### src/rtl/branch_predict_unit.sv
// branch_predict_unit
//   Bimodal branch predictor and redirect sequencer for an RV32I pipeline.
//   A direct-mapped table of 2-bit saturating counters predicts taken/target
//   for the fetch PC. The table is trained from EX-stage branch resolution.
//   A misprediction raises a registered one-cycle redirect and squashes the
//   wrong-path EX slot that follows it.
//
// Ports
//   clk, rst                  clock, synchronous active-high reset
//   if_valid, if_pc           fetch lookup request
//   pred_taken, pred_target   combinational prediction for if_pc
//   ex_valid, ex_is_br, ex_pc, ex_taken, ex_target
//                             EX-stage resolution of one instruction
//   ex_pred_taken, ex_pred_target
//                             prediction that travelled with that instruction
//   redirect, redirect_pc     registered flush pulse and correct next PC
//   mispredict_cnt            wrapping count of redirects issued
module branch_predict_unit #(
    parameter int ENTRIES = 16,
    parameter int IDX_W   = $clog2(ENTRIES)
) (
    input  logic        clk,
    input  logic        rst,
    input  logic        if_valid,
    input  logic [31:0] if_pc,
    output logic        pred_taken,
    output logic [31:0] pred_target,
    input  logic        ex_valid,
    input  logic        ex_is_br,
    input  logic [31:0] ex_pc,
    input  logic        ex_taken,
    input  logic [31:0] ex_target,
    input  logic        ex_pred_taken,
    input  logic [31:0] ex_pred_target,
    output logic        redirect,
    output logic [31:0] redirect_pc,
    output logic [31:0] mispredict_cnt
);

    localparam int TAG_W = 32 - IDX_W - 2;

    localparam logic [0:0] IDLE   = 1'b0;
    localparam logic [0:0] SQUASH = 1'b1;

    function automatic logic [1:0] ctr_inc(input logic [1:0] c);
        return (c == 2'd3) ? 2'd3 : c + 2'd1;
    endfunction

    function automatic logic [1:0] ctr_dec(input logic [1:0] c);
        return (c == 2'd0) ? 2'd0 : c - 2'd1;
    endfunction

    logic [ENTRIES-1:0] valid_q;
    logic [TAG_W-1:0]   tag_q    [ENTRIES];
    logic [31:0]        target_q [ENTRIES];
    logic [1:0]         ctr_q    [ENTRIES];

    logic [0:0]  state_q, state_d;
    logic        redirect_q, redirect_d;
    logic [31:0] redirect_pc_q, redirect_pc_d;
    logic [31:0] cnt_q, cnt_d;

    // PC bits [1:0] never participate in indexing or tagging.
    logic unused_pc_bits;
    assign unused_pc_bits = ^{if_pc[1:0], ex_pc[1:0]};

    // Fetch-side lookup
    logic [IDX_W-1:0] if_idx;
    logic             if_hit;

    assign if_idx      = if_pc[IDX_W+1:2];
    assign if_hit      = if_valid & valid_q[if_idx] & (tag_q[if_idx] == if_pc[31:IDX_W+2]);
    assign pred_taken  = if_hit & ctr_q[if_idx][1];
    assign pred_target = pred_taken ? target_q[if_idx] : 32'd0;

    // EX-side resolution
    logic [IDX_W-1:0] ex_idx;
    logic [TAG_W-1:0] ex_tag;
    logic             ex_hit, accept, br_mis, mispredict;
    logic             alloc, upd, inval;
    logic [1:0]       ctr_d;
    logic [31:0]      tgt_d;

    assign ex_idx = ex_pc[IDX_W+1:2];
    assign ex_tag = ex_pc[31:IDX_W+2];
    assign ex_hit = valid_q[ex_idx] & (tag_q[ex_idx] == ex_tag);
    assign accept = (state_q == IDLE) & ex_valid;

    // Target only matters when both the prediction and the outcome are taken.
    assign br_mis     = (ex_taken != ex_pred_taken)
                      | (ex_taken & ex_pred_taken & (ex_target != ex_pred_target));
    // A non-branch predicted taken means an aliased entry steered fetch wrong.
    assign mispredict = ex_is_br ? br_mis : ex_pred_taken;

    assign alloc = accept & ex_is_br & ~ex_hit & ex_taken;
    assign upd   = accept & ex_is_br & (ex_hit | ex_taken);
    assign inval = accept & ~ex_is_br & ex_pred_taken & ex_hit;

    always_comb begin
        ctr_d = ctr_q[ex_idx];
        tgt_d = target_q[ex_idx];
        if (ex_hit) begin
            if (ex_taken) begin
                ctr_d = ctr_inc(ctr_q[ex_idx]);
                tgt_d = ex_target;
            end else begin
                ctr_d = ctr_dec(ctr_q[ex_idx]);
            end
        end else begin
            ctr_d = 2'd2;
            tgt_d = ex_target;
        end
    end

    always_comb begin
        state_d       = IDLE;
        redirect_d    = 1'b0;
        redirect_pc_d = redirect_pc_q;
        cnt_d         = cnt_q;
        if (accept & mispredict) begin
            state_d       = SQUASH;
            redirect_d    = 1'b1;
            redirect_pc_d = (ex_taken & ex_is_br) ? ex_target : ex_pc + 32'd4;
            cnt_d         = cnt_q + 32'd1;
        end
    end

    // Control state and valid bits
    always_ff @(posedge clk) begin
        if (rst) begin
            state_q       <= IDLE;
            redirect_q    <= 1'b0;
            redirect_pc_q <= 32'd0;
            cnt_q         <= 32'd0;
            valid_q       <= '0;
        end else begin
            state_q       <= state_d;
            redirect_q    <= redirect_d;
            redirect_pc_q <= redirect_pc_d;
            cnt_q         <= cnt_d;
            if (alloc) begin
                valid_q[ex_idx] <= 1'b1;
            end else if (inval) begin
                valid_q[ex_idx] <= 1'b0;
            end
        end
    end

    // Table payload; meaningless while the valid bit is clear, so not reset.
    always_ff @(posedge clk) begin
        if (upd & ~rst) begin
            ctr_q[ex_idx]    <= ctr_d;
            target_q[ex_idx] <= tgt_d;
            if (alloc) begin
                tag_q[ex_idx] <= ex_tag;
            end
        end
    end

    assign redirect       = redirect_q;
    assign redirect_pc    = redirect_pc_q;
    assign mispredict_cnt = cnt_q;

endmodule
### config.mk
export PLATFORM = sky130hd
export DESIGN_NAME = branch_predict_unit
export DESIGN_NICKNAME = d
export VERILOG_FILES = /design/src/rtl/branch_predict_unit.sv
export SDC_FILE = /design/constraint.sdc
export NUM_CORES = 1
export LEC_CHECK = 0
export CAP_MARGIN = 10
export CELL_PAD_IN_SITES_DETAIL_PLACEMENT = 0
export CELL_PAD_IN_SITES_GLOBAL_PLACEMENT = 1
export CORE_MARGIN = 4
export CORE_UTILIZATION = 41
export DETAILED_ROUTE_END_ITERATION = 8
export PLACE_DENSITY_LB_ADDON = 0.1
export SYNTH_ARGS = -nofsm -noshare
export SYNTH_HDL_FRONTEND = slang
export SYNTH_SLANG_ARGS = --single-unit
### constraint.sdc
create_clock -name clk -period 7.2 [get_ports clk]
set_clock_uncertainty 0.2 [all_clocks]
set_input_delay 2.16 -clock clk [delete_from_list [all_inputs] [get_ports clk]]
set_output_delay 2.16 -clock clk [all_outputs]
set_load 0.01 [all_outputs]
==> out/results.txt <==
Final Total Pwr = 13,400 µW
Post-Syn Area = 45,900 µm²
initial antenna violation count = 8
Worst Path Required = 4.84 ns
ys flop type = edfxtp_1
fin. max-slew vios = 0
WS Path Type = primary input to output port
P per Cell Area = 243 nW/µm²
main combinational cell family by area after synthesis = multiplexers
Yosys reg bits = 1,041
final setup violation count = 33
XOR/XNOR Fraction of Synth Area = 2.75%
Critical Path AT = 5.20 ns
synth warn = 0
Synth Area in Simple Gates = 4.60%
Max Fanout on Critical Path = 8
start point of the critical path = if_pc[2]
min Tclk post-route = 7.56 ns
CTS Root Cell = clkbuf_16
setup TNS = -9.86 ns
DRT Wirelength = 140,000 µm
Post-Place Setup Slack = -1.07 ns
Worst setup endpoint = pred_target[19]
First DRT Iteration DRCs = 2,503
failing checks = setup timing
adder-cell share of the synthesized area = 0.185%
most common library cell in the layout ignoring fill and taps = edfxtp_1
number of detailed-route iterations in the first pass = 5
RSZ-0062 raised after global routing = true
TritonCTS Sinks = 1,041
post-synthesis mux area share = 21.6%
synthesized instance count = 2,460
Clock Latency Late Sink = 0.70 ns
H-tree depth = 3
fraction of layout cells with a size suffix above 1 = 29.8%
Remaining Overflow, GRT = 0
Area growth, synth to finish = 20.5%
DPL Wire Length = 83,500 µm
WL per Instance = 31.6 µm
Max-slew headroom = 25.6%
Final ANT Viol Nets = 0
vias in the first global route = 26,600
period utilization = 105%
Multi-input gate area = 14,900 µm²
sequential cell area = 30,400 µm²
Hold Path Class = register to register
Reg2Reg Depth = 10
fraction of registers with async set/reset = 0%
Syn Area/Cell = 18.7 µm²
Nets = 2,972
initial core utilization = 41.4%
complex-gate fraction of the synthesized area = 2.57%
PortBufs = 230
Worst Tran Pin Value = 1.11 ns
CP Launch Type = primary input
GRT Total Usage = 23.6%
syn_nets = 2,601
Post-synth EDFFs = 960
CTS clk-pin slew, worst paths = 0.06 ns
commonest cells after routing, fill and taps aside = edfxtp_1 (960), mux4_2 (384), clkdlybuf4s50_1 (188), buf_4 (144)
GP Congestion = 0.815
Hold-fix buffers, CTS = 0
Die Wd = 343 µm
Vias/cell = 5.85
count of final hold-check violations = 0
Peak VDD IR = 170 µV
WHS Path Cells = 2
Fin Hold WS = 0.298 ns
largest net degree at the start of global routing = 129
CTS Buffer Depth = 3
PnR worst setup slack = -0.363 ns
vias = 25,900
fmax = 132 MHz
Fillers = 9,184
Worst R2R Setup Slack = 3.33 ns
# DRC = 0
CTS tree = built
# rows = 122
leakage = 0.0179 µW
Worst R2R End = tag_q[4][10]
synth unique cells = 61
core area = 111,000 µm²
max-cap violations = 0
Die Ht = 343 µm
# IOs = 233
Die ar. = 117,000 µm²
first-pass GRT wire length = 197,000 µm
worst reg2reg startpoint = tag_q[3][6]
status = finished, violations left
CTS Buf Count = 111
CP endpoint kind = output port
register area share after synthesis = 66.3%
==> worst min-delay path by stage <==
stage,from,slack [ns],end
after floorplan,register,0.26,register
after global placement,redirect_pc[4],0.27,redirect_pc[4]
after detailed placement,redirect_pc[12],0.29,redirect_pc[12]
after CTS,register,0.30,register
after global routing,redirect_pc[26],0.32,redirect_pc[26]
final,redirect_pc[0],0.30,redirect_pc[0]
==> through the flow <==
step	std cells	area [µm²]	utilization, %
CTS	4410	55200	49.7
detailed placement	4185	51200	46.1
global route	4416	55300	49.8
floorplan	2460	45900	-
finish	4420	55300	49.9
global placement	4185	51200	46.1
==> critical path, stage by stage <==
cell and delay, ns:
buf_16 0.13, buf_16 0.15, buf_12 0.14, mux4_2 0.51, mux4_2 0.50, xnor2_2 0.17, buf_4 0.15, nand4_1 0.16
nor3_2 0.28, nand3_4 0.11, buf_12 0.16, buf_12 0.14, buf_16 0.16, nor2b_1 0.12, buf_2 0.14
==> per-layer routing <==
metal  routed length (µm)  vias up  GRT usage, %
li1                     -    10900             -
met1                56100    13800          31.1
met2                69500      989          39.5
met3                 9960      209          5.25
met4                 4140        4          6.95
met5                   23        -             0
==> Yosys cell counts, types with 4 or more instances <==
| cell type | instances | area, µm² |
|---|---|---|
| a211oi_1 | 4 | 30.0 |
| a21oi_1 | 21 | 105 |
| a21oi_2 | 10 | 87.6 |
| a221oi_1 | 5 | 43.8 |
| a22o_1 | 4 | 35.0 |
| a22oi_1 | 16 | 120 |
| and2_1 | 6 | 37.5 |
| and3_1 | 10 | 62.6 |
| and4_1 | 7 | 61.3 |
| buf_1 | 17 | 63.8 |
| buf_2 | 38 | 190 |
| buf_4 | 6 | 45.0 |
| buf_6 | 9 | 101 |
| clkbuf_1 | 89 | 334 |
| dfxtp_1 | 81 | 1620 |
| edfxtp_1 | 960 | 28800 |
| ha_1 | 6 | 75.1 |
| inv_1 | 24 | 90.1 |
| mux2_2 | 11 | 124 |
| mux2i_1 | 113 | 1130 |
| mux4_2 | 384 | 8650 |
| nand2_1 | 79 | 297 |
| nand2b_1 | 31 | 194 |
| nand3_1 | 50 | 250 |
| nand4_1 | 36 | 225 |
| nor2_1 | 98 | 368 |
| nor2b_1 | 45 | 282 |
| nor3_1 | 9 | 45.0 |
| nor4_1 | 24 | 150 |
| o21ai_0 | 48 | 240 |
| o21ai_1 | 10 | 50.1 |
| o22ai_1 | 7 | 43.8 |
| o31ai_1 | 7 | 52.6 |
| o31ai_4 | 10 | 213 |
| or3_1 | 6 | 37.5 |
| xnor2_1 | 77 | 674 |
| xor2_1 | 67 | 587 |
==> cells by family after synthesis <==
group	after synthesis
XOR/XNOR	144
buffers and inverters	188
AND/OR/NAND/NOR	411
multiplexers	509
AO/OA/AOI/OAI	160
adder cells (fa/ha/maj)	7
flip-flops	1041
==> flip-flops by register name (all words and copies together) (netlist names), named ones only <==
signal          cells
target_q          512
tag_q             416
ctr_q              32
mispredict_cnt     32
redirect_pc        32
redirect            1
==> timing repair <==
item,CTS,global route
setup buffers,13,5
resized for setup,193,13
pin swaps,7,9
cloned,4,0
endpoints found under the setup margin,33,33
==> report_power, final <==
part	leakage [µW]	internal (µW)	switching [µW]	total, µW
combinational	0.00679	489	579	1070
clock	0.00176	3320	2400	5710
sequential	0.00935	6620	17.3	6640
total	0.0179	10400	2990	13400
==> area by class of cell <==
| class | count | area share (%) |
|---|---|---|
| Sequential cell | 1041 | 55.0 |
| Multi-Input combinational cell | 1231 | 27.0 |
| Timing Repair Buffer | 421 | 7.81 |
| Clock buffer | 140 | 5.37 |
| Tap cell | 1488 | 3.36 |
| Clock inverter | 69 | 1.24 |
| Inverter | 25 | 0.170 |
| Antenna cell | 5 | 0.0226 |
Note: power is estimated with default switching activity, not from simulation.
